### src/rtl/fc_layer_link.sv
// fc_layer_link
//   Carries the activation stream from one fc_layer stage into the next one.
//   Each incoming element is clamped to datatype_size bits and written into
//   the downstream input buffer. Once a full vector is buffered and the
//   downstream layer is idle, a one-cycle start pulse is issued. While the
//   downstream layer computes, the upstream producer is held off.
//
// Ports
//   clk, rst        clock, async active-high reset
//   i_valid/i_data  producer element stream (unsigned, in_width bits)
//   o_ready         element accepted this cycle when i_valid is also high
//   o_ibuf_*        registered write port into the next layer's input buffer
//   o_start         one-cycle start pulse to the next layer
//   i_next_busy     busy flag of the next layer
//   o_busy          back-pressure to the previous layer (= !o_ready)
//   o_frame_cnt     vectors handed off and acknowledged (wraps at 16 bits)
//   o_timeout_err   sticky: a start pulse was never acknowledged by busy
module fc_layer_link #(
    parameter int layer_size    = 784,
    parameter int datatype_size = 4,
    parameter int in_width      = 4,
    parameter int arm_timeout   = 16,
    localparam int aw = (layer_size > 1) ? $clog2(layer_size) : 1
) (
    input  logic                     clk,
    input  logic                     rst,
    input  logic                     i_valid,
    input  logic [in_width-1:0]      i_data,
    output logic                     o_ready,
    output logic                     o_ibuf_we,
    output logic [aw-1:0]            o_ibuf_addr,
    output logic [datatype_size-1:0] o_ibuf_wr_data,
    output logic                     o_start,
    input  logic                     i_next_busy,
    output logic                     o_busy,
    output logic [15:0]              o_frame_cnt,
    output logic                     o_timeout_err
);
    localparam int tw = (arm_timeout > 1) ? $clog2(arm_timeout) : 1;
    localparam logic [in_width-1:0] dmax = in_width'((2 ** datatype_size) - 1);

    typedef enum logic [1:0] {FILL, START, ARM} state_t;

    state_t                   state, state_n;
    logic [aw-1:0]            count, count_n;
    logic [tw-1:0]            timer, timer_n;
    logic                     start_n, err_n;
    logic [15:0]              frame_n;
    logic                     accept;
    logic [datatype_size-1:0] clamped;

    // Ready drops combinationally with busy so no element slips in while the
    // next layer is reading its buffer.
    assign o_ready = (state == FILL) && !i_next_busy;
    assign o_busy  = !o_ready;
    assign accept  = i_valid && o_ready;

    // Saturate rather than truncate: out-of-range activations become all-ones.
    assign clamped = (i_data > dmax) ? {datatype_size{1'b1}} : i_data[datatype_size-1:0];

    always_comb begin
        state_n = state;
        count_n = count;
        timer_n = timer;
        start_n = 1'b0;
        frame_n = o_frame_cnt;
        err_n   = o_timeout_err;
        case (state)
            FILL: begin
                if (accept) begin
                    if (count == aw'(layer_size - 1)) begin
                        count_n = '0;
                        state_n = START;
                    end else begin
                        count_n = count + aw'(1);
                    end
                end
            end
            // START is only entered the cycle after the last accept, so the
            // final buffer write is already on the bus before o_start rises.
            START: begin
                if (!i_next_busy) begin
                    start_n = 1'b1;
                    timer_n = '0;
                    state_n = ARM;
                end
            end
            ARM: begin
                if (i_next_busy) begin
                    state_n = FILL;
                    frame_n = o_frame_cnt + 16'd1;
                end else if (timer == tw'(arm_timeout - 1)) begin
                    state_n = FILL;
                    err_n   = 1'b1;
                end else begin
                    timer_n = timer + tw'(1);
                end
            end
            default: state_n = FILL;
        endcase
    end

    always_ff @(posedge clk or posedge rst) begin
        if (rst) begin
            state          <= FILL;
            count          <= '0;
            timer          <= '0;
            o_ibuf_we      <= 1'b0;
            o_ibuf_addr    <= '0;
            o_ibuf_wr_data <= '0;
            o_start        <= 1'b0;
            o_frame_cnt    <= '0;
            o_timeout_err  <= 1'b0;
        end else begin
            state         <= state_n;
            count         <= count_n;
            timer         <= timer_n;
            o_start       <= start_n;
            o_frame_cnt   <= frame_n;
            o_timeout_err <= err_n;
            o_ibuf_we     <= accept;
            if (accept) begin
                o_ibuf_addr    <= count;
                o_ibuf_wr_data <= clamped;
            end
        end
    end
endmodule
### config.mk
export PLATFORM = sky130hd
export DESIGN_NAME = fc_layer_link
export DESIGN_NICKNAME = d
export VERILOG_FILES = /design/src/rtl/fc_layer_link.sv
export SDC_FILE = /design/constraint.sdc
export NUM_CORES = 1
export LEC_CHECK = 0
export BUFFER_PORTS_ARGS = -buffer_cell sky130_fd_sc_hd__buf_2
export CAP_MARGIN = 20
export CELL_PAD_IN_SITES_DETAIL_PLACEMENT = 1
export CELL_PAD_IN_SITES_GLOBAL_PLACEMENT = 2
export CORE_MARGIN = 10
export CORE_UTILIZATION = 34
export DETAILED_ROUTE_END_ITERATION = 8
export PLACE_DENSITY = 0.8
export SLEW_MARGIN = 20
export SYNTH_ARGS = -nofsm -noshare
export SYNTH_HDL_FRONTEND = slang
export SYNTH_SLANG_ARGS = --single-unit
### constraint.sdc
create_clock -name clk -period 1.8 [get_ports clk]
set_input_delay 0.18 -clock clk [delete_from_list [all_inputs] [get_ports clk]]
set_output_delay 0.18 -clock clk [all_outputs]
set_load 0.01 [all_outputs]
==> results.md, run 1 <==
- Outcome: finished clean
- Most frequent cells in the layout: nand2_1 (58), dfrtp_1 (49), buf_2 (42)
- Reg clk slew, reported paths: 0.09 ns
- Sequential-to-total area share from yosys stat: 57.4%
- Drt via density: 4.80
- Yosys warns: 0
- Initial core utilization: between 30% and 40%
- CP bufs+invs: 1
- Port Buffers: 42
- Commonest register cell after synthesis: dfrtp_1
- WL per Instance: 14.9 um
- Mux cell area share after synthesis: 1.47%
- Clock Latency Late Sink: 0.30 ns
- FP Rows: 28
- Worst Clk Skew: 0.00600 ns
- CTS Buf Count: 5
- RSZ-0062 raised after global routing: no
- Core Region: 5990 um^2
- Worst Max-Slew Pin Slew: 0.387 ns
- Worst VDD drop: 0.423 mV
- Root buf cell: clkbuf_8
- Share of cells above drive strength 1: about 25%
- Adder-Cell Fraction of Synth Area: 1.76%
- Place WS: 0.280 ns
- Hold WS: 0.0640 ns
- CP Class: reg -> reg
- I/O pin cnt: 43
- Synth Register Bits: 49
- Post-CTS Setup Repair Bufs: 0
- Post-route minimum period: around 1.5 ns
- Crit path capture type: register
- Number of diodes: 0
- TNS Setup: 0 ns
- Area Overhead vs Synth: 23.0%
- CP peak stage delay: 0.46 ns
- Commonest non-fill, non-tap cell in the layout: nand2_1
- Synth Area in Compound Gates: about 3.8%
- Vias: 1624
- CTS sink cnt: 49
- Largest net degree at the start of global routing: 22
- PnR worst setup slack: ~0.28 ns
- Die Area: a little under 10000 um^2
- Final Hold Vio Count: 0
- Crit-path leading delay family: simple AND/OR/NAND/NOR gates
- Number of flops mapped to enable cells by yosys: 0
- Crit path launch type: register
- CP arrival: 1.76 ns
- DRT Wirelength: 5.04 mm
- Final count of negative-setup-slack endpoints: 0
- Die Wd: about 99 um
- CTS tree: done
- Cell leakage power: between 1 and 1.5 nW
- Simple logic cell fraction of the synthesized area: 26.0%
- Remaining Overflow, GRT: 0
- Vias in the first global route: ~1800
- Syn Inst Count: 205
- Xor and xnor area share after synthesis: 7.80%
- Max cap viols: 0
- Final Max Slew Viols: 0
- Detailed Place HPWL: around 3.8 mm
- Syn_nets: 216
- Relative slew slack: 74.2%
- H-tree lvl count: 2
- Hold crit path type: in -> reg
- Die Height: 99.2 um
- Fmax: 657 MHz
- Largest family of logic cells by synthesized area: simple AND/OR/NAND/NOR gates
- DRC: 0
- Total GRT Usage: 10.7%
- Worst path cell trace: nor3_4, nand2_2, buf_4, or3_1, nand3_1
- # nets final: 273
- Iter 0 DRT Violations: 47
- Tcrit/Tclk final: 84.6%
- Initial antenna violation count: 0
- Final Util: 43.8%
- RePlAce Congestion: about 0.77
- CP required: a little over 2 ns
- Synthesized area: roughly 2100 um^2
- Post-DRT Antenna Nets: 0
- Ys async rst share: 100%
- Netlist cell types: 34
- Drt pass-1 iters: 4
- CTS Buffer Depth: 2
- Crit-path max FO: 21
- Critical Path Slowest Stage Cell: dfrtp_1
- Syn avg cell area: 10.4 um^2
- Power per cell area: 938 nW/um^2
- First-pass GRT wire length: between 8 and 9 mm
## logic make-up after synthesis
logic type | count (synthesis)
DFF | 49
adders and majority gates | 3
xor gates and xnor gates | 19
buffers and inverters | 9
and+or+nand+nor | 108
AOI/OAI and AO/OA | 14
muxes | 3
## metal layers
layer | global-route usage [%] | vias up | wire length [um]
li1 | - | 805 | -
met1 | 13.1 | 785 | 2300
met2 | 16.5 | 28 | 2350
met3 | 3.81 | 6 | 284
met4 | 4.96 | 0 | 98
met5 | 0 | - | 0
## where the power goes
group / leakage, nW / internal, mW / total (mW) / switching [mW]
sequential: 0.645 / 1.21 / 1.31 / 0.104
combinational: 0.705 / 0.139 / 0.340 / 0.201
clock: 0.0585 / 0.453 / 0.813 / 0.359
## area by class of cell
class | instances | area [um^2]
clock buffers | 7 | 86.3
clock inverters | 1 | 30.0
fillers | 701 | 3360
inverters | 6 | 23.8
multi-input cells | 147 | 871
flip-flops and latches | 49 | 1230
well taps | 75 | 93.8
repair buffers | 53 | 295
## registers in the layout (all words and copies together), names as in the netlist
signal,count
count,10
o_frame_cnt,16
o_ibuf_addr,10
o_ibuf_we,1
o_ibuf_wr_data,4
o_start,1
o_timeout_err,1
state,2
timer,4
## Yosys cell counts, types with 5 or more instances
cell     count  area [um^2]
nand3_1     13         65.1
nor2_1       6         22.5
xnor2_1     11         96.3
o21ai_0      6         30.0
dfrtp_1     49         1230
nand2_1     58          218
nand4_1      6         37.5
inv_1        5         18.8
xor2_1       8         70.1
and3_1       5         31.3
## metrics by stage
step / instances / total power [mW] / instance area [um^2]
4_1_cts: 338 / 2.51 / 2630
2_1_floorplan: 205 / 1.50 / 2130
6_report: 338 / 2.46 / 2630
3_5_place_dp: 329 / 1.68 / 2500
3_3_place_gp: 329 / 1.67 / 2500
5_1_grt: 338 / 2.63 / 2630
## what timing repair did
| item | in CTS | in global routing |
|---|---|---|
| resized for setup | 0 | 0 |
| hold buffers | 1 | 0 |
| hold endpoints to repair | 16 | 0 |
## final timing paths
path                           startpoint                 to  slack [ns]  depth (start not counted)
max in group asynchronous             rst     o_ibuf_addr[0]        0.83                          4
min in group asynchronous             rst    o_frame_cnt[13]        0.40                          3
hold reg to reg            o_ibuf_addr[3]     o_ibuf_addr[3]        0.47                          2
hold / removal                  i_data[3]  o_ibuf_wr_data[3]        0.06                          3
setup / recovery                 state[1]           count[5]        0.28                          5
setup reg to reg                 state[1]           count[5]        0.28                          5
## tightest hold or removal path, delay by kind of cell
kind / cells / cell delay [ns]
buffers and inverters: 1 / 0.07
and+or+nand+nor: 2 / 0.08
Power figures use the tool's default switching activity.
==> inputs of run 2 (changes only) <==
--- a/config.mk
+++ b/config.mk
@@ -10,9 +10,9 @@
 export CELL_PAD_IN_SITES_DETAIL_PLACEMENT = 1
 export CELL_PAD_IN_SITES_GLOBAL_PLACEMENT = 2
 export CORE_MARGIN = 10
-export CORE_UTILIZATION = 34
+export CORE_UTILIZATION = 31
 export DETAILED_ROUTE_END_ITERATION = 8
-export PLACE_DENSITY = 0.8
+export PLACE_DENSITY = 0.77
 export SLEW_MARGIN = 20
 export SYNTH_ARGS = -nofsm -noshare
 export SYNTH_HDL_FRONTEND = slang
==> constraint.sdc (replaced) <==
create_clock -name clk -period 1.39 [get_ports clk]
set_input_delay 0.139 -clock clk [delete_from_list [all_inputs] [get_ports clk]]
set_output_delay 0.139 -clock clk [all_outputs]
set_load 0.01 [all_outputs]
==> results.md, run 2 (synthesis gave the netlist of run 1 again) <==
- Area of the multi-input gates: 911 um^2
- Tcrit/Tclk final: 103%
- Biggest regs: o_frame_cnt: 16 flops, count: 10 flops, o_ibuf_addr: 10 flops
- CP required: about 1.3 ns
- Worst Max-Slew Pin Slew: 0.356 ns
- Final Util: roughly two fifths
- Vias in the first global route: 1800
- Power per cell area: 1110 nW/um^2
- Detailed Place HPWL: between 3 and 4 mm
- Post-route minimum period: 1.43 ns
- Failing checks: setup timing
- Root buf cell: clkbuf_8
- DP Cell Count: 344
- Crit path capture type: output pin
- Post-DRT Antenna Nets: 0
- Drt pass-1 iters: 3
- Largest net degree at the start of global routing: 50
- CTS tree: done
- Share of cells above drive strength 1: 33.8%
- CP Class: reg -> out
- Total GRT Usage: 10.3%
- Reg clk slew, reported paths: about 0.09 ns
- H-tree lvl count: 2
- Number of diodes: 0
- Finished Layout Cells: around 360
- Reg area: 1230 um^2
- CTS sink cnt: 49
- Cell leakage power: 1.50 nW
- DRT Wirelength: 5.42 mm
- I/O pin cnt: 43
- First-pass GRT wire length: 8.71 mm
- Top reg by flops: o_frame_cnt
- Area Overhead vs Synth: 31.2%
- CTS Buf Count: 5
- Crit-path max FO: 3
- Crit path launch type: register
- Core Region: 6760 um^2
- Final Max Slew Viols: 0
- Max cap viols: 0
- Relative slew slack: 76.2%
- DRC: 0
- Outcome: complete, but fails checks
- Fmax: 700 MHz
- Die Height: a little over 100 um
- Die Wd: 103 um
- RSZ-0062 raised after global routing: yes
- CTS Buffer Depth: 2
- Remaining Overflow, GRT: 0
- Initial core utilization: 31.6%
- Filler Cell Count: 791
- Iter 0 DRT Violations: 13
- Die Area: 10600 um^2
- Port Buffers: 42
- # nets final: 289
- Final Hold Vio Count: 0
- RePlAce Congestion: 0.717
- Drt via density: 4.80
- Worst VDD drop: ~0.60 mV
- WL per Instance: 15.1 um
- Clock Latency Late Sink: 0.30 ns
- FP Rows: 30
- Commonest non-fill, non-tap cell in the layout: nand2_1
- Vias: 1717
- Final count of negative-setup-slack endpoints: 5
- Largest register FFs: 16
- PnR worst setup slack: -0.0394 ns
- Hold crit path type: in -> reg
- Most frequent cells in the layout: nand2_1 (55), dfrtp_1 (48), buf_2 (42)
- CP arrival: approximately 1.3 ns
- Initial antenna violation count: 0
- Worst Clk Skew: 0.00715 ns
==> run 2: changes by cell type in the layout (fill, tap and decap cells not counted), sizes merged <==
cell / delta
clkbuf: -1
clkinv: -1
inv: +1
buf: +16
bufinv: -1
clkinvlp: +1
==> run 2: worst max-delay path: stages, from the launching register on <==
cell,delay [ns]
dfrtp_1,0.39
buf_4,0.15
nor3_4,0.15
buf_4,0.15
inv_1,0.03
buf_2,0.13
==> run 2: where the power goes <==
part / switching (mW) / internal, mW / total (mW)
logic: 0.327 / 0.243 / 0.570
registers: 0.101 / 1.56 / 1.66
clock network: 0.469 / 0.394 / 0.863
total: 0.897 / 2.20 / 3.10
==> run 2: metal layers <==
metal	share of wire (%)	vias up	GRT usage, %	wire, um
met3	4.3	4	2.75	232
met5	0	-	0	0
li1	-	840	-	-
met1	44	849	12.5	2390
met4	1.3	0	3.53	68
met2	50	24	17.2	2720
==> run 2: final timing paths <==
check	startpoint	slack [ns]	to	depth (start not counted)
max in group asynchronous	rst	0.71	state[1]	4
min reg2reg	o_frame_cnt[15]	0.47	o_frame_cnt[15]	1
max	state[0]	-0.04	o_busy	5
max reg2reg	state[0]	-0.03	count[8]	7
min	i_data[3]	0.03	o_ibuf_wr_data[3]	3
min in group asynchronous	rst	0.44	o_frame_cnt[6]	4
==> run 2: cell type report <==
cell class                      instances  area share (%)
Timing Repair Buffer                   69            16.0
Inverter                                6           0.894
Clock buffer                            6            2.95
Tap cell                               80            3.57
Multi-Input combinational cell        147            32.5
Sequential cell                        49            43.8
Clock inverter                          1           0.268
==> run 2: per-stage QoR <==
stage / setup WS [ns] / instance area [um^2] / TNS (ns) / power [mW] / hold WS, ns
detailed placement: -0.0213 / 2590 / -0.0213 / 2.24 / 0.209
finish: -0.0394 / 2800 / -0.102 / 3.10 / 0.0323
global placement: 0.00282 / 2590 / 0 / 2.22 / 0.206
floorplan: 0.0110 / 2130 / 0 / 1.95 / 0.243
global route: -0.129 / 2800 / -1.12 / 3.28 / 0.0322
CTS: -0.00364 / 2710 / -0.00738 / 3.11 / 0.0278
==> run 2: timing repair <==
action	in CTS	in global routing
gates cloned	0	0
endpoints found under the setup margin	9	24
buffers inserted	1	5
pin swaps	2	11
endpoints found under the hold margin	49	0
hold buffers	1	0
gates resized for setup	3	19
